File: src/rtl/multicycle_control.sv
// Sequencer for the multicycle MIPS datapath: FETCH/DECODE/EXEC/MEM/WB FSM with a mul/div wait
// counter. Decode fields are captured on DECODE exit; strobes are decoded from state each cycle.
module multicycle_control #(
  parameter int unsigned MultCycles = 4,
  parameter int unsigned DivCycles  = 32,
  parameter int unsigned CntW       = 6
) (
  input  logic       clk_i,
  input  logic       reset_i,
  input  logic [5:0] opcode_i,
  input  logic [5:0] function_code_i,
  input  logic [4:0] b_code_i,
  input  logic       waitrequest_i,
  input  logic       pc_is_zero_i,
  output logic       active_o,
  output logic [2:0] state_o,
  output logic       mem_read_o,
  output logic       mem_write_o,
  output logic       ir_wren_o,
  output logic       pc_wren_o,
  output logic       reg_write_o,
  output logic       hi_wren_o,
  output logic       lo_wren_o,
  output logic       rd_select_o,
  output logic       imdt_sel_o,
  output logic       branch_o,
  output logic       jump_o,
  output logic       alu_src_o,
  output logic [1:0] alu_op_o,
  output logic [1:0] data_into_reg_o
);

  typedef enum logic [2:0] {
    StFetch  = 3'd0,
    StDecode = 3'd1,
    StExec   = 3'd2,
    StMem    = 3'd3,
    StWb     = 3'd4,
    StMulDiv = 3'd5,
    StHalt   = 3'd6
  } state_e;

  // ClsJump covers everything that retires in EXEC with a PC update (branches, J, JR).
  typedef enum logic [3:0] {
    ClsNop, ClsJump, ClsWb, ClsLoad, ClsStore, ClsMult, ClsDiv, ClsMthi, ClsMtlo
  } cls_e;

  state_e          state_q;
  cls_e            cls_q, cls_d;
  logic [CntW-1:0] cnt_q;
  logic            rd_select_q, rd_select_d;
  logic            imdt_sel_q, imdt_sel_d;
  logic            branch_q, branch_d;
  logic            jump_q, jump_d;
  logic            alu_src_q, alu_src_d;
  logic [1:0]      alu_op_q, alu_op_d;
  logic [1:0]      data_into_reg_q, data_into_reg_d;

  always_comb begin
    cls_d           = ClsNop;
    rd_select_d     = 1'b0;
    imdt_sel_d      = 1'b0;
    branch_d        = 1'b0;
    jump_d          = 1'b0;
    alu_src_d       = 1'b0;
    alu_op_d        = 2'd0;
    data_into_reg_d = 2'd0;
    if (opcode_i == 6'd0) begin
      if (function_code_i == 6'd8) begin
        cls_d  = ClsJump;
        jump_d = 1'b1;
      end else if (function_code_i == 6'd9) begin
        cls_d           = ClsWb;
        jump_d          = 1'b1;
        rd_select_d     = 1'b1;
        data_into_reg_d = 2'd2;
      end else if (function_code_i == 6'd17) begin
        cls_d = ClsMthi;
      end else if (function_code_i == 6'd19) begin
        cls_d = ClsMtlo;
      end else if (function_code_i inside {6'd24, 6'd25}) begin
        cls_d = ClsMult;
      end else if (function_code_i inside {6'd26, 6'd27}) begin
        cls_d = ClsDiv;
      end else if (function_code_i inside {6'd0, 6'd2, 6'd3, 6'd4, 6'd6, 6'd7, 6'd16, 6'd18,
                                           [6'd32:6'd39], 6'd42, 6'd43}) begin
        cls_d       = ClsWb;
        rd_select_d = 1'b1;
        alu_op_d    = 2'd2;
      end
    end else if (opcode_i == 6'd1) begin
      if (b_code_i inside {5'd0, 5'd1}) begin
        cls_d    = ClsJump;
        branch_d = 1'b1;
        alu_op_d = 2'd1;
      end else if (b_code_i inside {5'd16, 5'd17}) begin
        cls_d           = ClsWb;
        branch_d        = 1'b1;
        alu_op_d        = 2'd1;
        data_into_reg_d = 2'd2;
      end
    end else if (opcode_i == 6'd2) begin
      cls_d  = ClsJump;
      jump_d = 1'b1;
    end else if (opcode_i == 6'd3) begin
      cls_d           = ClsWb;
      jump_d          = 1'b1;
      data_into_reg_d = 2'd2;
    end else if (opcode_i inside {[6'd4:6'd7]}) begin
      cls_d    = ClsJump;
      branch_d = 1'b1;
      alu_op_d = 2'd1;
    end else if (opcode_i inside {[6'd9:6'd15]}) begin
      cls_d      = ClsWb;
      alu_src_d  = 1'b1;
      alu_op_d   = 2'd3;
      imdt_sel_d = (opcode_i inside {[6'd12:6'd14]});  // ANDI/ORI/XORI zero-extend
    end else if (opcode_i inside {[6'd32:6'd38]}) begin
      cls_d           = ClsLoad;
      alu_src_d       = 1'b1;
      data_into_reg_d = 2'd1;
    end else if (opcode_i inside {6'd40, 6'd41, 6'd43}) begin
      cls_d     = ClsStore;
      alu_src_d = 1'b1;
    end
  end

  always_ff @(posedge clk_i) begin
    if (reset_i) begin
      state_q         <= StFetch;
      cls_q           <= ClsNop;
      cnt_q           <= '0;
      rd_select_q     <= 1'b0;
      imdt_sel_q      <= 1'b0;
      branch_q        <= 1'b0;
      jump_q          <= 1'b0;
      alu_src_q       <= 1'b0;
      alu_op_q        <= 2'd0;
      data_into_reg_q <= 2'd0;
    end else begin
      case (state_q)
        StFetch: begin
          if (pc_is_zero_i)        state_q <= StHalt;
          else if (!waitrequest_i) state_q <= StDecode;
        end
        StDecode: begin
          cls_q           <= cls_d;
          rd_select_q     <= rd_select_d;
          imdt_sel_q      <= imdt_sel_d;
          branch_q        <= branch_d;
          jump_q          <= jump_d;
          alu_src_q       <= alu_src_d;
          alu_op_q        <= alu_op_d;
          data_into_reg_q <= data_into_reg_d;
          state_q         <= StExec;
        end
        StExec: begin
          case (cls_q)
            ClsWb:             state_q <= StWb;
            ClsLoad, ClsStore: state_q <= StMem;
            ClsMult: begin
              cnt_q   <= CntW'(MultCycles - 1);
              state_q <= StMulDiv;
            end
            ClsDiv: begin
              cnt_q   <= CntW'(DivCycles - 1);
              state_q <= StMulDiv;
            end
            default:           state_q <= StFetch;
          endcase
        end
        StMem: begin
          if (!waitrequest_i) state_q <= (cls_q == ClsLoad) ? StWb : StFetch;
        end
        StWb: state_q <= StFetch;
        StMulDiv: begin
          if (cnt_q == '0) state_q <= StFetch;
          else             cnt_q   <= cnt_q - 1'b1;
        end
        StHalt:  state_q <= StHalt;
        default: state_q <= StFetch;
      endcase
    end
  end

  // Strobes are forced low while reset is asserted so an aborted instruction commits nothing.
  always_comb begin
    mem_read_o  = 1'b0;
    mem_write_o = 1'b0;
    ir_wren_o   = 1'b0;
    pc_wren_o   = 1'b0;
    reg_write_o = 1'b0;
    hi_wren_o   = 1'b0;
    lo_wren_o   = 1'b0;
    if (!reset_i) begin
      case (state_q)
        StFetch: begin
          if (!pc_is_zero_i) begin
            mem_read_o = 1'b1;
            ir_wren_o  = !waitrequest_i;
          end
        end
        StExec: begin
          case (cls_q)
            ClsNop, ClsJump: pc_wren_o = 1'b1;
            ClsMthi: begin
              pc_wren_o = 1'b1;
              hi_wren_o = 1'b1;
            end
            ClsMtlo: begin
              pc_wren_o = 1'b1;
              lo_wren_o = 1'b1;
            end
            default: ;
          endcase
        end
        StMem: begin
          if (cls_q == ClsStore) begin
            mem_write_o = 1'b1;
            pc_wren_o   = !waitrequest_i;
          end else begin
            mem_read_o = 1'b1;
          end
        end
        StWb: begin
          reg_write_o = 1'b1;
          pc_wren_o   = 1'b1;
        end
        StMulDiv: begin
          if (cnt_q == '0) begin
            hi_wren_o = 1'b1;
            lo_wren_o = 1'b1;
            pc_wren_o = 1'b1;
          end
        end
        default: ;
      endcase
    end
  end

  assign active_o        = reset_i || (state_q != StHalt);
  assign state_o         = state_q;
  assign rd_select_o     = rd_select_q;
  assign imdt_sel_o      = imdt_sel_q;
  assign branch_o        = branch_q;
  assign jump_o          = jump_q;
  assign alu_src_o       = alu_src_q;
  assign alu_op_o        = alu_op_q;
  assign data_into_reg_o = data_into_reg_q;

endmodule

File: config.mk
export PLATFORM = sky130hd
export DESIGN_NAME = multicycle_control
export DESIGN_NICKNAME = d
export VERILOG_FILES = /design/src/rtl/multicycle_control.sv
export SDC_FILE = /design/constraint.sdc
export NUM_CORES = 1
export LEC_CHECK = 0
export ABC_CLOCK_PERIOD_IN_PS = 3200
export CORE_AREA = 2 2 62 64
export CTS_CLUSTER_DIAMETER = 60
export DETAILED_ROUTE_END_ITERATION = 10
export DIE_AREA = 0 0 64 66
export PLACE_DENSITY = 0.9
export SYNTH_ARGS = -nofsm -noshare
export SYNTH_HDL_FRONTEND = slang
export SYNTH_SLANG_ARGS = --single-unit
File: constraint.sdc
create_clock -name clk_i -period 3.2 [get_ports clk_i]
set_clock_uncertainty 0.2 [all_clocks]
set_input_delay 0.32 -clock clk_i [delete_from_list [all_inputs] [get_ports clk_i]]
set_output_delay 0.32 -clock clk_i [all_outputs]
set_load 0.01 [all_outputs]
; Word-level counts from Yosys, hierarchy flattened
; Index checks and enable logic that the tools add are counted.
; W data, S select, Z words.
[word_totals]
regBits = 22
output_inout_bits = 20
wordCells = 203
[classes]
addsub = 1
magnitude_cmp = 10
eq_ne = 46
n_mux = 111
n_reduce_logical = 25
[ops]
columns = operator, n
row1 = $mux W1, 59
row2 = $eq A6 B5 Y1 const B, 8
row3 = $mux W2, 24
row4 = $mux W3, 13
row5 = $eq A6 B6 Y1 const B, 5
row6 = $eq A6 B2 Y1 const B, 4
row7 = $mux W4, 6
row8 = $pmux W6 S2, 2
row9 = $eq A6 B3 Y1 const B, 3
row10 = $logic_not A6 Y1, 3
row11 = $pmux W3 S6, 1
row12 = $eq A4 B3 Y1 const B, 4
row13 = $eq A6 B4 Y1 const B, 2
row14 = $ge A6 B4 Y1 const B, 2
row15 = $ge A6 B6 Y1 const B, 2
row16 = $le A6 B4 Y1 const B, 2
row17 = $le A6 B6 Y1 const B, 2
row18 = $reduce_bool A11 Y1, 1
row19 = $eq A5 B5 Y1 const B, 2
row20 = $reduce_bool A2 Y1, 5
row21 = $eq A3 B3 Y1 const B, 3
row22 = $pmux W3 S3, 1
row23 = $eq A4 B2 Y1 const B, 2
row24 = $eq A3 B2 Y1 const B, 2
row25 = other kinds (24), 35

; Depth between registers and ports, before layout
; Gate-level depths: netlist (run 1).
[depth]
ltp_word = 11
mapped_depth = 7
depth_no_buf = 7

; Least setup slack after synthesis (run 1)
; No wires, ideal clock.
[synth_path]
kind = register -> output
start = register state_q[2] (netlist: state_o[2])
end = output port pc_wren_o
t_arrival_ps = 1490
slack_ps = 1190
stages_incl_launch_ff = 7
path_buffers = 1
path_cell_list = dfxtp_1 -> buf_2 -> clkinv_1 -> nand2_1 -> nor2_1 -> a41o_1 -> o31a_1
[synth_via]
elab_chain_cells = 3
word_cells_on_any_way = 6
[synth_rtl]
columns = item, line_no
row1 = start: declaration, 48  ; state_e state_q;
row2 = start signal: assignment, 130  ; state_q <= StFetch;
row3 = start signal: assignment, 143  ; if (pc_is_zero_i) state_q <= StHalt;
row4 = start signal: assignment, 144  ; else if (!waitrequest_i) state_q <= StDecode;
row5 = $eq A3 B3 Y1 or $eq A3 B2 Y1 (tied branches), 196  ; case (state_q)
row6 = $pmux W1 S4 *, 196
row7 = $mux W1 *, 195  ; if (!reset_i) begin
row8 = end: declaration, 20  ; output logic pc_wren_o,
; Mark *: on every way between the ends. The rest lies on a longest branch, timed or not.

; Worst setup path after layout (run 1)
[layout_path]
start = register cnt_q[0]
end = output port lo_wren_o
[layout_via]
elab_chain_cells = 4
[layout_rtl]
columns = item, line_no
row1 = start: declaration, 50  ; logic [CntW-1:0] cnt_q;
row2 = start signal: assignment, 162  ; cnt_q <= CntW'(MultCycles - 1);
row3 = start signal: assignment, 166  ; cnt_q <= CntW'(DivCycles - 1);
row4 = start signal: assignment, 178  ; else cnt_q <= cnt_q - 1'b1;
row5 = $logic_not A6 Y1, 230  ; if (cnt_q == '0) begin
row6 = $mux W1, 230
row7 = $pmux W1 S2, 196
row8 = $mux W1, 195
row9 = end: declaration, 23  ; output logic lo_wren_o,
; Every way passes these cells.

==> run summary, run 1 <==
worst r2r dst - cls_q[1]
CP required - 2.68 ns
fin. max-slew vios - 0
maxcap violations - 0
met2 Track Usage GR - 0.378
synthesized area - 1730 µm²
worst-case hold slack - 0.264 ns
total number of vias - 1851
commonest non-fill, non-tap cell in the layout - clkdlybuf4s50_1
DR WL/cell - 13.6 µm
post-DP HPWL - 3220 µm
Overall Global Routing Usage - 0.212
status - finished clean
CTS tree - built
commonest non-fill, non-tap cells in the layout - 39 x clkdlybuf4s50_1, 33 x nor2_1, 21 x a21oi_1, 21 x dfxtp_1, 16 x nand2_1
clock root buffer - clkbuf_4
Primary FF master, synth - dfxtp_1
Slew HR - 0.548
first-pass GRT wire length - 7200 µm
Sum Neg Setup Slack - 0 ns
initial antenna violation count - 0
worst hold stages - 2
port bufs - 39
net switching power - 293 µW
Final Hold Vio Count - 0
crit-path cells - inv_1, ha_1, nand2b_1, or4_1, nor2_2, a41o_1, nor2b_1, clkdlybuf4s50_1
Area Growth Syn to Fin - 23.1%
Final period util - 0.938
Synth Area in Adders - 0.00723
slowest CP cell - clkdlybuf4s50_1
H-tree Lvls - 1
multi-input logic area - 1130 µm²
Initial Util - 0.487
DRT iter0 DRCs - 120
count of buffer and inverter cells on the critical path - 2
setup violators final - 0
Comb pwr share - 0.377
peak supply drop - 0.192 mV
arrival time worst endpoint - 2.48 ns
post-synthesis mux area share - 0.00578
Critical R2R Launch - state_o[0]
Net Count, Synth - 261
Sequential Power Share - 0.418
hold endpoint - rd_select_o
met1 usage - 0.246
worst reg2reg path depth - 4
Slew @ Worst Pin - 0.676 ns
post-synth cell types - 57
filler cell count - 322
post-route ant nets - 0
flop-to-flop setup slack - 1.15 ns
DIE AREA - 4220 µm²
met3 GRT Util - 0.0409
power per cell area - 371 nW/µm²
Syn Inst Count - 239
Critical Path Max Stage Delay - 0.56 ns
Final nets - 289
vias in the first global route - 1681
Startpoint Class - register
Clock Tree Buf Depth - 2
Worst path top cell family by delay - simple AND/OR/NAND/NOR gates
XOR/XNOR Fraction of Synth Area - 0.0152
hold_sp - rd_select_o
clock tree sinks - 22
Worst-Skew Late Latency - 0.32 ns
largest family of logic cells by synthesized area - simple AND/OR/NAND/NOR gates
Seq cells post-synth - 22
DRC Markers - 0
Worst-path clk slew - 0.12 ns
largest net degree at the start of global routing - 19
simple-gate area share of the yosys netlist - 0.342
Crit. End Element - output port
min-delay worst type - reg -> reg
clock network fraction of total power - 0.205
Yosys warnings - 0
Syn Area/Cell - 7.24 µm²
crit path from - cnt_q[0]
Synth Area in Compound Gates - 0.283
Crit Path Max Fanout - 4
post-synthesis sequential area ratio - 0.255
Final Critical Period - 3.00 ns
DRT Pass-1 Iters - 4
number of synthesized flops with an enable pin - 0
# IOs - 41
final WL - 4280 µm
Setup CP Type - reg -> out
sequential cell area - 442 µm²
Row Count - 22
Async SR Flop Fraction - 0
P_leak - 0.000754 µW
proportion of layout cells with a drive suffix above 1 - 0.0639
internal power - 498 µW
Sw Ratio - 0.370
unrepaired setup endpoints after global routing - no
cts bufs inserted - 3
n_diodes - 0
vias per cell - 5.89
die width - 64 µm
Die Y - 66 µm
f_max - 333 MHz
GP Congestion - 0.909
GRT overflow - 0
GR peak layer - met2
Core ar. - 3550 µm²
-- cells in the mapped netlist, types with 5 or more instances --
master | count | area (µm²)
nor2_1 | 34 | 128
dfxtp_1 | 22 | 440
a21oi_1 | 21 | 105
nand2_1 | 16 | 60.1
nor3_1 | 11 | 55.1
clkbuf_1 | 9 | 33.8
inv_1 | 8 | 30.0
o21ai_0 | 8 | 40.0
nand3_1 | 7 | 35.0
a31oi_1 | 6 | 37.5
nand2b_1 | 6 | 37.5
a211oi_1 | 5 | 37.5
or4_1 | 5 | 37.5
-- flip-flops by register name, summed over array words and instances (netlist names) --
name,flops
state_o,3
imdt_sel_o,1
cnt_q,6
alu_src_o,1
alu_op_o,2
cls_q,4
rd_select_o,1
data_into_reg_o,2
jump_o,1
branch_o,1
-- logic make-up (layout without fill, tap and decap cells) --
group                    Yosys count  in the layout
multiplexers                       1              1
XOR/XNOR                           3              3
adder cells (fa/ha/maj)            1              1
AO/OA/AOI/OAI                     72             72
flip-flops                        22             22
buffers and inverters             30             57
AND/OR/NAND/NOR                  110            110
-- power by group through the flow --
stage | clock [µW] | sequential, µW | combinational, µW
after floorplan | 0 | 313 | 218
after global placement | 0 | 333 | 288
after detailed placement | 0 | 334 | 293
after CTS | 164 | 329 | 295
after global routing | 175 | 335 | 330
final | 162 | 330 | 298
-- worst register-to-register path, delay by kind of cell, from the launching register on --
family / cells / cell delay, ns
AND/OR/NAND/NOR: 2 / 0.72
AO/OA/AOI/OAI: 2 / 0.35
flip-flops: 1 / 0.65
-- timing repair --
item                                    CTS  global route
setup buffers                             0             0
gates resized for setup                   0             2
hold buffers                              0             0
endpoints found under the setup margin    0             2
-- routing by layer --
metal	up-vias	wire length, µm
met5	-	0
met4	0	73
met3	8	297
met2	61	2130
met1	843	1780
li1	939	-
-- per-stage QoR --
| stage | area [µm²] | std cells | util | setup WS (ns) | total power [µW] |
|---|---|---|---|---|---|
| floorplan | 1730 | 239 | - | 1.19 | 531 |
| global placement | 2090 | 310 | 0.588 | 0.572 | 621 |
| detailed placement | 2090 | 310 | 0.588 | 0.559 | 627 |
| CTS | 2130 | 314 | 0.599 | 0.173 | 788 |
| global route | 2130 | 314 | 0.600 | 0.0183 | 841 |
| finish | 2130 | 314 | 0.600 | 0.199 | 791 |
-- final cells by class --
type                            count  area share
Clock buffer                        4      0.0170
Inverter                           10      0.0176
Multi-Input combinational cell    187       0.532
Sequential cell                    22       0.207
Tap cell                           48      0.0282
Timing Repair Buffer               43       0.197
-- worst max path at each step --
stage                 to  slack [ns]  cells after the start
2_1_floorplan  pc_wren_o        1.19                      6
6_report       lo_wren_o        0.20                      8
5_1_grt        lo_wren_o        0.02                      8
4_1_cts        lo_wren_o        0.17                      8
3_3_place_gp   lo_wren_o        0.57                      8
3_5_place_dp   lo_wren_o        0.56                      8
No activity file was read; power rests on OpenSTA's default activity.
==> run 2, diff against run 1 <==
- CAP_MARGIN: not set -> 15
- CORE_AREA: 2 2 62 64 -> 2 2 60 62
- DIE_AREA: 0 0 64 66 -> 0 0 62 64
- PLACE_DENSITY: 0.9 -> 0.94
==> run 2 against run 1 <==
- clock power is 35% higher
- core utilization is 4.9 points higher
- worst hold slack better by 0.0065 ns
- combinational power is 4% higher
- critical path depth stayed put
- via count is 0.11% higher
- total power is 7.2% higher
- die area is 6.1% lower
- first-iteration DRC count is 2.5% higher
- worst setup slack better by 0.022 ns
- maximum frequency is 0.73% higher
- sequential cell count stayed put
- critical path type unchanged
- largest cell class unchanged
- largest power group unchanged
==> run summary, run 2 (same netlist as run 1, synthesis figures left out) <==
clock tree sinks - 22 (unchanged)
Post-CTS Setup Bufs - 0 (unchanged)
total number of vias - 1853 (+0.11%)
Core ar. - 3280 µm² (-7.5%)
Startpoint Class - register
dpl ws - 0.588 ns (+0.0288 ns)
peak supply drop - 0.215 mV (+12%)
vias per cell - 5.96 (+1.1%)
CTS tree - built
flop-to-flop setup slack - 0.91 ns (-0.24 ns)
DIE AREA - 3970 µm² (-6.1%)
GR peak layer - met2
min-delay worst type - reg -> reg
initial antenna violation count - 0 (unchanged)
met3 GRT Util - 0.0344 (-0.00647)
DRT Pass-1 Iters - 4 (unchanged)
Crit. End Element - output port
vias in the first global route - 1635 (-2.7%)
crit path from - cnt_q[0]
met1 usage - 0.303 (+0.0572)
clock root buffer - clkbuf_4
Setup CP Type - reg -> out
DR WL/cell - 13.6 µm (-0.36%)
DRT iter0 DRCs - 123 (+2.5%)
Sum Neg Setup Slack - 0 ns (unchanged)
Overall Global Routing Usage - 0.228 (+0.0158)
met2 Track Usage GR - 0.359 (-0.0182)
arrival time worst endpoint - 2.46 ns (-0.02 ns)
Die Y - 64 µm (-3.0%)
hold buffers post-CTS - 0 (unchanged)
hold_sp - rd_select_o
Final Critical Period - 2.98 ns (-0.0217 ns)
Slew HR - 0.563 (+0.0149)
Worst Setup Slack, final - 0.221 ns (+0.0217 ns)
CP required - 2.68 ns (about the same)
Critical Path Max Stage Delay - 0.55 ns (about the same)
commonest non-fill, non-tap cells in the layout - 39 x clkdlybuf4s50_1, 34 x nor2_1, 22 x dfxtp_1
status - finished clean
f_max - 336 MHz (+0.73%)
port bufs - 39 (unchanged)
fin. max-slew vios - 0 (unchanged)
Worst-Skew Late Latency - 0.32 ns (about the same)
Final period util - 0.931 (-0.00677)
Final nets - 288 (-0.35%)
Clock Tree Buf Depth - 2 (unchanged)
filler cell count - 287 (-11%)
maxcap violations - 0 (unchanged)
Initial Util - 0.527 (+0.0395)
Crit Path Max Fanout - 4 (unchanged)
die width - 62 µm (-3.1%)
Largest Register - cnt_q
H-tree Lvls - 1 (unchanged)
DRC Markers - 0 (unchanged)
Critical R2R Launch - state_o[0]
proportion of layout cells with a drive suffix above 1 - 0.0528 (-0.0111)
cts bufs inserted - 3 (unchanged)
post-DP HPWL - 3130 µm (-2.6%)
first-pass GRT wire length - 7020 µm (-2.6%)
CTS-repair resized insts - 0 (unchanged)
crit-path cells - inv_1, ha_1, nand2b_1, or4_1, nor2_1, a41o_1, nor2b_1, clkdlybuf4s50_1
GRT overflow - 0 (unchanged)
# IOs - 41 (unchanged)
GP Congestion - 1.02 (+13%)
Final Hold Vio Count - 0 (unchanged)
Power Total - 848 µW (+7.2%)
Area Growth Syn to Fin - 23.2%
largest net degree at the start of global routing - 19 (unchanged)
Row Count - 21 (-4.5%)
post-route ant nets - 0 (unchanged)
n_diodes - 0 (unchanged)
P_leak - 0.000757 µW (+0.44%)
power per cell area - 398 nW/µm² (+7.1%)
max reg flops - 6 (unchanged)
Slew @ Worst Pin - 0.653 ns (-0.0228 ns)
commonest non-fill, non-tap cell in the layout - clkdlybuf4s50_1
final WL - 4230 µm (-1.3%)
unrepaired setup endpoints after global routing - no
setup violators final - 0 (unchanged)
Worst-path clk slew - 0.13 ns (about the same)
slowest CP cell - clkdlybuf4s50_1
[run 2: path summary, 6_finish.rpt]
check	depth (start not counted)	to
worst max register to register	4	cls_q[1]
worst min register to register	2	rd_select_o
worst max-delay path	8	lo_wren_o
worst min-delay path	2	rd_select_o
[run 2: critical path, delay by kind of cell, from the launching register on]
| family | cells | cell delay (ns) |
|---|---|---|
| and+or+nand+nor | 4 | 0.85 |
| AOI/OAI and AO/OA | 1 | 0.14 |
| DFF | 1 | 0.36 |
| buffers and inverters | 2 | 0.62 |
| adders and majority gates | 1 | 0.19 |
[run 2: stage by stage]
step	area, µm²	utilization	hold slack [ns]	std cells
2_1_floorplan	1730	-	0.261	239
3_3_place_gp	2080	0.633	0.246	307
3_5_place_dp	2080	0.633	0.252	307
4_1_cts	2130	0.649	0.273	311
5_1_grt	2130	0.649	0.290	311
6_report	2130	0.649	0.270	311
[run 2: layout make-up]
| class | count | area, µm² | share of cell area |
|---|---|---|---|
| multi-input combinational | 187 | 1130 | 0.531 |
| sequential | 22 | 440 | 0.207 |
| timing repair buffer | 42 | 413 | 0.194 |
| tap | 46 | 57.6 | 0.0270 |
| inverter | 10 | 37.5 | 0.0176 |
| clock inverter | 1 | 30.0 | 0.0141 |
| clock buffer | 3 | 22.5 | 0.0106 |
[run 2: report_power, final]
| group | total [µW] | switching (µW) | internal [µW] | leakage (µW) |
|---|---|---|---|---|
| Clock | 219 | 92.6 | 127 | 0.0000279 |
| Combinational | 309 | 173 | 136 | 0.000551 |
| Sequential | 319 | 27.0 | 292 | 0.000178 |
[run 2: routing by layer]
| metal | vias to the layer above | wire length, µm |
|---|---|---|
| met2 | 76 | 2020 |
| met4 | 0 | 70 |
| li1 | 942 | - |
| met5 | - | 0 |
| met3 | 7 | 288 |
| met1 | 828 | 1850 |
